`config.mk`:
```
export PLATFORM = sky130hd
export DESIGN_NAME = div_seq
export DESIGN_NICKNAME = d
export VERILOG_FILES = /design/src/rtl/div_seq.sv
export SDC_FILE = /design/constraint.sdc
export NUM_CORES = 1
export LEC_CHECK = 0
export CAP_MARGIN = 10
export CORE_MARGIN = 2
export CORE_UTILIZATION = 55
export CTS_CLUSTER_SIZE = 10
export DETAILED_ROUTE_END_ITERATION = 8
export PLACE_DENSITY = 0.76
export SYNTH_ARGS = -nofsm -noshare
export SYNTH_HDL_FRONTEND = slang
export SYNTH_SLANG_ARGS = --single-unit
```
`constraint.sdc`:
```
create_clock -name clk -period 9.8 [get_ports clk]
set_input_delay 0.98 -clock clk [delete_from_list [all_inputs] [get_ports clk]]
set_output_delay 0.98 -clock clk [all_outputs]
set_load 0.005 [all_outputs]
```
`src/rtl/div_seq.sv`:
```
// Iterative 32-bit RV32M divider (DIV/DIVU/REM/REMU) with go/done handshake.
// Radix-2 restoring shift-subtract core, one quotient bit per cycle, plus a one-entry result cache.
module div_seq (
  input  logic        clk,
  input  logic        reset,
  input  logic        go,
  input  logic        sign,
  input  logic [31:0] n,
  input  logic [31:0] d,
  output logic        busy,
  output logic        done,
  output logic [31:0] quotient,
  output logic [31:0] remainder
);

  typedef enum logic [1:0] {S_IDLE, S_CALC, S_FIX, S_DONE} state_t;

  state_t      state_q;
  logic [31:0] rem_q, quo_q, dmag_q;
  logic        negq_q, negr_q;
  logic [4:0]  cnt_q;
  logic        busy_q, done_q;
  logic [31:0] quot_q, rmdr_q;

  logic        cache_vld_q;
  logic [31:0] cache_n_q, cache_d_q, cache_quot_q, cache_rmdr_q;
  logic        cache_sign_q;

  logic [32:0] rem_sh_d, trial_d;
  logic [31:0] n_mag_d, d_mag_d;
  logic        cache_hit_d, ovf_d;

  // Shift the next dividend bit into the partial remainder, then try subtracting the divisor.
  assign rem_sh_d    = {rem_q, quo_q[31]};
  assign trial_d     = rem_sh_d - {1'b0, dmag_q};
  assign n_mag_d     = (sign && n[31]) ? -n : n;
  assign d_mag_d     = (sign && d[31]) ? -d : d;
  assign ovf_d       = sign && (n == 32'h8000_0000) && (d == 32'hFFFF_FFFF);
  assign cache_hit_d = cache_vld_q && (n == cache_n_q) && (d == cache_d_q) && (sign == cache_sign_q);

  always_ff @(posedge clk) begin
    if (reset) begin
      state_q     <= S_IDLE;
      busy_q      <= 1'b0;
      done_q      <= 1'b0;
      quot_q      <= '0;
      rmdr_q      <= '0;
      cache_vld_q <= 1'b0;
      rem_q       <= '0;
      quo_q       <= '0;
      dmag_q      <= '0;
      negq_q      <= 1'b0;
      negr_q      <= 1'b0;
      cnt_q       <= '0;
    end else begin
      done_q <= 1'b0;
      case (state_q)
        S_IDLE: begin
          if (go) begin
            busy_q <= 1'b1;
            if (cache_hit_d) begin
              quot_q  <= cache_quot_q;
              rmdr_q  <= cache_rmdr_q;
              done_q  <= 1'b1;
              state_q <= S_DONE;
            end else if (d == 32'd0) begin
              quot_q  <= 32'hFFFF_FFFF;
              rmdr_q  <= n;
              done_q  <= 1'b1;
              state_q <= S_DONE;
            end else if (ovf_d) begin
              quot_q  <= 32'h8000_0000;
              rmdr_q  <= 32'd0;
              done_q  <= 1'b1;
              state_q <= S_DONE;
            end else begin
              rem_q   <= '0;
              quo_q   <= n_mag_d;
              dmag_q  <= d_mag_d;
              negq_q  <= sign & (n[31] ^ d[31]);
              negr_q  <= sign & n[31];
              cnt_q   <= 5'd31;
              state_q <= S_CALC;
            end
          end
        end
        S_CALC: begin
          if (!go) begin
            busy_q  <= 1'b0;
            state_q <= S_IDLE;
          end else begin
            // A negative trial means the divisor did not fit: keep the shifted remainder.
            if (!trial_d[32]) begin
              rem_q <= trial_d[31:0];
              quo_q <= {quo_q[30:0], 1'b1};
            end else begin
              rem_q <= rem_sh_d[31:0];
              quo_q <= {quo_q[30:0], 1'b0};
            end
            cnt_q <= cnt_q - 5'd1;
            if (cnt_q == 5'd0) state_q <= S_FIX;
          end
        end
        S_FIX: begin
          if (!go) begin
            busy_q  <= 1'b0;
            state_q <= S_IDLE;
          end else begin
            quot_q  <= negq_q ? -quo_q : quo_q;
            rmdr_q  <= negr_q ? -rem_q : rem_q;
            done_q  <= 1'b1;
            state_q <= S_DONE;
          end
        end
        S_DONE: begin
          cache_vld_q <= 1'b1;
          busy_q      <= 1'b0;
          state_q     <= S_IDLE;
        end
        default: state_q <= S_IDLE;
      endcase
    end
  end

  // NOTE: the cache payload has no reset; the valid bit alone decides whether it is used.
  always_ff @(posedge clk) begin
    if (state_q == S_DONE) begin
      cache_n_q    <= n;
      cache_d_q    <= d;
      cache_sign_q <= sign;
      cache_quot_q <= quot_q;
      cache_rmdr_q <= rmdr_q;
    end
  end

  assign busy      = busy_q;
  assign done      = done_q;
  assign quotient  = quot_q;
  assign remainder = rmdr_q;

endmodule

```
==> results.txt <==
hold-fix buffer count after cts -> 0
unrepaired setup endpoints after global routing -> no
global route overflow -> 0
final slew viol count -> 0
Logic pwr share -> 0.295
most frequent cell after synthesis -> nand2_1
clk_lat worst skew -> 0.52 ns
critical path, cell by cell -> clkdlybuf4s50_1 > xor2_1 > nor4_1 > nand3_1 > or4_1 > nor4_4 > buf_4 > nand4bb_4 > o21a_1 > a221oi_1 > a211oi_1
crit path buf inv count -> 2
hold slack -> 0.453 ns
Tot GR Track Use -> 0.298
Sink Count -> 301
Total Wirelength -> 48100 um
DIE AREA -> 0.0319 sq mm
sw frac -> 0.339
initial antenna violation count -> 0
# diodes -> 0
Worst Hold Depth -> 0
Max Cap Viol -> 0
CTS buffer count -> 36
number of global-route vias before repair -> 13.4k
Synth area leaders -> edfxtp_1, dfxtp_1, xor2_1, nand2_1, a21oi_1
number of DRC markers in iteration 0 -> 1185
First-pass DRT Iterations -> 5
Clock Tree Root -> clkbuf_16
DRC errors left -> 0
Max transition margin -> 0.221
clk buf depth -> 3
Die Span X -> 178 um
number of nets with antenna violations after routing -> 0
Site Rows -> 63
layout cells sized above 1 -> 0.0464
Max Freq -> 174 MHz
worst vdd ir -> 0.136 mV
Synth Register Bits -> 301
Die Span Y -> 178 um
Synth Cell Area -> 0.0167 sq mm
pin count of the biggest net entering global routing -> 100
Vias/cell -> 6.22
P_leak -> 0.00706 uW
top-area cell type share of the netlist area -> 0.231
gpl congestion -> 0.920
hpwl dp -> 34300 um
library cells used by synthesis -> 76
cell taking the most area after synthesis -> edfxtp_1
R2R depth -> 10
fin crit period -> 5.75 ns
Area growth syn-to-layout -> 15.4%
Final setup viols -> 0
Cells after Synth -> 1799
I/O Pins -> 134
Nets -> 1984
Starting Density -> 0.562
Layout Skew -> 0.0223 ns
TritonCTS clock tree -> done
Avg Synthesized Cell Area -> 9.31 sq um
CP Capture Type -> register
P_int -> 2610 uW
TNS Setup -> 0 ns
Critical Path Fanout Max -> 71
Vias -> 14.2k
EDFF count, synth -> 129
Clock transition at path regs -> 0.06 ns
status -> finished, final reports clean
CP Data Arrival Time -> 6.17 ns
Crit path depth -> 11
Synth top cells by count -> nand2_1, dfxtp_1, a21oi_1
Req. time, crit path -> 10.22 ns
Worst setup SP type -> input pin
I/O Buffers -> 133
Post-CTS Setup Repair Bufs -> 0
switching power -> 1340 uW
kind of critical path -> input pin to register
post-route clock period utilization -> 0.587
Synth async-reset ratio -> 0
Final Hold Viols -> 0
CP max stage cell -> o21a_1
Clk pwr share -> 0.307
Post-Syn Nets -> 1911
# fillers -> 2456
Synth Flop Type -> dfxtp_1
H-tree depth -> 2
Largest stage delay, worst path -> 0.98 ns
Top Family by Delay on Critical Path -> simple AND/OR/NAND/NOR gates
post-DR wirelength/cell -> 21.0 um
yosys warns -> 0
measured slew at the worst slew-check pin -> 1.17 ns
Hold WC Path Type -> register to register
post_cts resized -> 0
Core Box Area -> 0.0298 sq mm
global-route wire length before repair -> 73900 um
sequential area share after synthesis -> 0.437
sequential share of power -> 0.399
pwr dens -> 204 mW/mm^2
[state kept, by name, indices dropped and copies added (netlist names), 5 cells and up]
name          cells
cache_d_q        32
cache_n_q        32
cache_quot_q     32
cache_rmdr_q     32
cnt_q             5
dmag_q           32
quo_q            32
quotient         32
rem_q            32
remainder        32
[power by group through the flow]
stage          sequential (uW)  clock [uW]  combinational [uW]
4_1_cts                   1570        1220                1150
3_5_place_dp              1600           0                1140
6_report                  1570        1210                1160
2_1_floorplan             1570           0                 818
5_1_grt                   1590        1270                1280
3_3_place_gp              1590           0                1120
[logic make-up (layout without fill, tap and decap cells)]
logic type	Yosys count	count (layout)	synth area share
buffers and inverters	194	293	0.0470
adders and majority gates	44	44	0.0333
DFF	301	301	0.437
xor gates and xnor gates	193	193	0.101
AOI/OAI and AO/OA	543	543	0.225
and+or+nand+nor	494	494	0.139
muxes	30	30	0.0179
[worst paths after layout]
path | from | to | slack, ns
worst max-delay path | n[0] | quo_q[31] | 4.05
worst min-delay path | quotient[8] | cache_quot_q[8] | 0.45
worst min register to register | quotient[8] | cache_quot_q[8] | 0.45
worst max register to register | cache_n_q[0] | quo_q[31] | 4.83
[per-layer routing]
layer  vias to the layer above  GRT usage  part of all wire
met5                         -          0                 0
met4                         0      0.151             0.051
met3                       125     0.0458             0.064
met2                       553      0.488              0.47
met1                      6836      0.383              0.41
li1                       6721          -                 -
[final cells by class]
cell class	count	area (sq um)	area share
clock inverters	2	25.0	0.00130
flip-flops and latches	301	7320	0.379
well taps	390	488	0.0253
inverters	77	289	0.0150
multi-input cells	1304	8710	0.451
repair buffers	152	1470	0.0760
clock buffers	62	1020	0.0527
[metrics by stage]
stage                     std cells  cell area, sq um  worst slack [ns]  total power, uW   util
final                          2288             19300              4.05             3950  0.648
after detailed placement       2224             18300              3.57             2740  0.613
after CTS                      2288             19300              4.08             3940  0.648
after global routing           2288             19300              3.65             4140  0.648
after floorplan                1799             16700              5.84             2390      -
after global placement         2224             18300              3.75             2710  0.613
[cells in the final DEF (no fill, tap or decap), types with 68 or more instances in the layout]
master,Yosys,final
nand2_1,196,196
xor2_1,124,124
clkdlybuf4s50_1,0,132
a211oi_1,85,85
o21ai_0,82,82
edfxtp_1,129,129
xnor2_1,69,68
dfxtp_1,172,172
nor2_1,126,125
inv_1,77,77
a21oi_1,139,139
Note: power is estimated with default switching activity, not from simulation.
==> edit: new RTL, same flow settings <==
Re-encode `state_t` (4 states) as one-hot, 4 bits wide.
--- a/src/rtl/div_seq.sv
+++ b/src/rtl/div_seq.sv
@@ -15,3 +15,3 @@
 
-  typedef enum logic [1:0] {S_IDLE, S_CALC, S_FIX, S_DONE} state_t;
+  typedef enum logic [3:0] {S_IDLE = 4'b0001, S_CALC = 4'b0010, S_FIX = 4'b0100, S_DONE = 4'b1000} state_t;
 
Formal check against the unedited RTL: same outputs for any inputs over 4 cycles, from zero or initial values and one cycle with reset high; so few cycles prove little.
==> edit against the original RTL <==
Sequential cell count up 2. Synthesized area down 0.65%. Setup slack better by 1.3 ns. Design area down 0.73%. Wire length up 2.0%. Register-to-register slack better by 0.85 ns.
Power is not compared: it rests on default switching activity, and its combinational part moved more than twofold at a synthesized area within 25%.
==> edit: results (changes against the original RTL) <==
| Metric | Value |
|---|---|
| Grt met1 use | `44.9% (was 38.3%)` |
| First-pass GRT wire length | `75600 um (was 73900 um)` |
| Fill count | `2408 (was 2456)` |
| Slew @ Worst Pin | `1.23 ns (was 1.17 ns)` |
| Worst r2r dst | `rem_q[29] (was quo_q[31])` |
| Post-synth cell types | `71 (was 76)` |
| Xor-xnor portion of the synthesized cell area | `9.69% (was 10.1%)` |
| Pwr Total | `3.03 mW` |
| Post-synthesis adder-cell area fraction | `3.05% (was 3.33%)` |
| Syn_nets | `1912 (was 1911)` |
| Nets@finish | `1972 (was 1984)` |
| M3 GR Usage | `5.96% (was 4.58%)` |
| Post-synthesis mux area share | `0.729% (was 1.79%)` |
| Drt initial violations | `1638 (was 1185)` |
| Worst r2r src | `rem_q[1] (was cache_n_q[0])` |
| Share of cells above drive strength 1 | `4.97% (was 4.64%)` |
| Hold Path End | `cache_rmdr_q[23] (was cache_quot_q[8])` |
| Final HPWL DP | `34900 um (was 34300 um)` |
| Status | `finished, final reports clean (unchanged)` |
| Drt first pass iters | `6 (was 5)` |
| WP data arrival | `4.82 ns (was 6.17 ns)` |
| Cell Area, Placed | `18100 sq um (was 18300 sq um)` |
| Largest net degree at the start of global routing | `102 (was 100)` |
| HP Start | `remainder[23] (was quotient[8])` |
| CLK BUF | `63 (was 62)` |
| Most instantiated cells after synthesis | `nand2_1 (194), dfxtp_1 (174), a21oi_1 (149), edfxtp_1 (129), nor2_1 (106) (was nand2_1 (196), dfxtp_1 (172), a21oi_1 (139), edfxtp_1 (129), nor2_1 (126))` |
| Top Metal Used | `met5 (was met4)` |
| Synth top area cells | `edfxtp_1 (23%), dfxtp_1 (21%), xnor2_1 (5.1%), xor2_1 (4.6%), a21oi_1 (4.5%) (was edfxtp_1 (23%), dfxtp_1 (21%), xor2_1 (6.5%), nand2_1 (4.4%), a21oi_1 (4.2%))` |
| Met1 wire length | `21800 um (was 19800 um)` |
| Detail Route met3 WL | `4540 um (was 3060 um)` |
| Compound-cell area share of the yosys netlist | `22.4% (was 22.5%)` |
| Clock skew | `0.0224 ns (was 0.0223 ns)` |
| Flip-flop and latch area | `7360 sq um (was 7320 sq um)` |
edit: cell types whose count changed after synthesis, moves of 20 or more:
| cell | delta |
|---|---|
| nor2_1 | -20 |
| o2bb2ai_1 | -28 |
| a22oi_1 | +23 |
| xor2_1 | -36 |
| xnor2_1 | +27 |
| o21ai_0 | +20 |
| a211oi_1 | -26 |
| a211o_1 | -33 |
| o211ai_1 | +29 |
| clkbuf_1 | +21 |
| a22o_1 | +23 |
edit: stage by stage:
stage | std cells | hold WS (ns) | worst slack, ns
floorplan | 1804 | 0.432 | 1.60
global placement | 2216 | 0.444 | 4.99
detailed placement | 2216 | 0.446 | 5.04
CTS | 2281 | 0.458 | 5.56
global route | 2281 | 0.470 | 5.25
finish | 2281 | 0.457 | 5.38
edit: critical path, stage by stage:
cell,delay [ns]
clkdlybuf4s50_1,0.63
or2_1,0.37
nor4b_2,0.55
nand2_1,0.30
or2_1,0.37
o31ai_2,0.34
nor3_1,0.18
a21oi_2,0.26
a21oi_4,0.08
buf_4,0.34
a22o_1,0.34
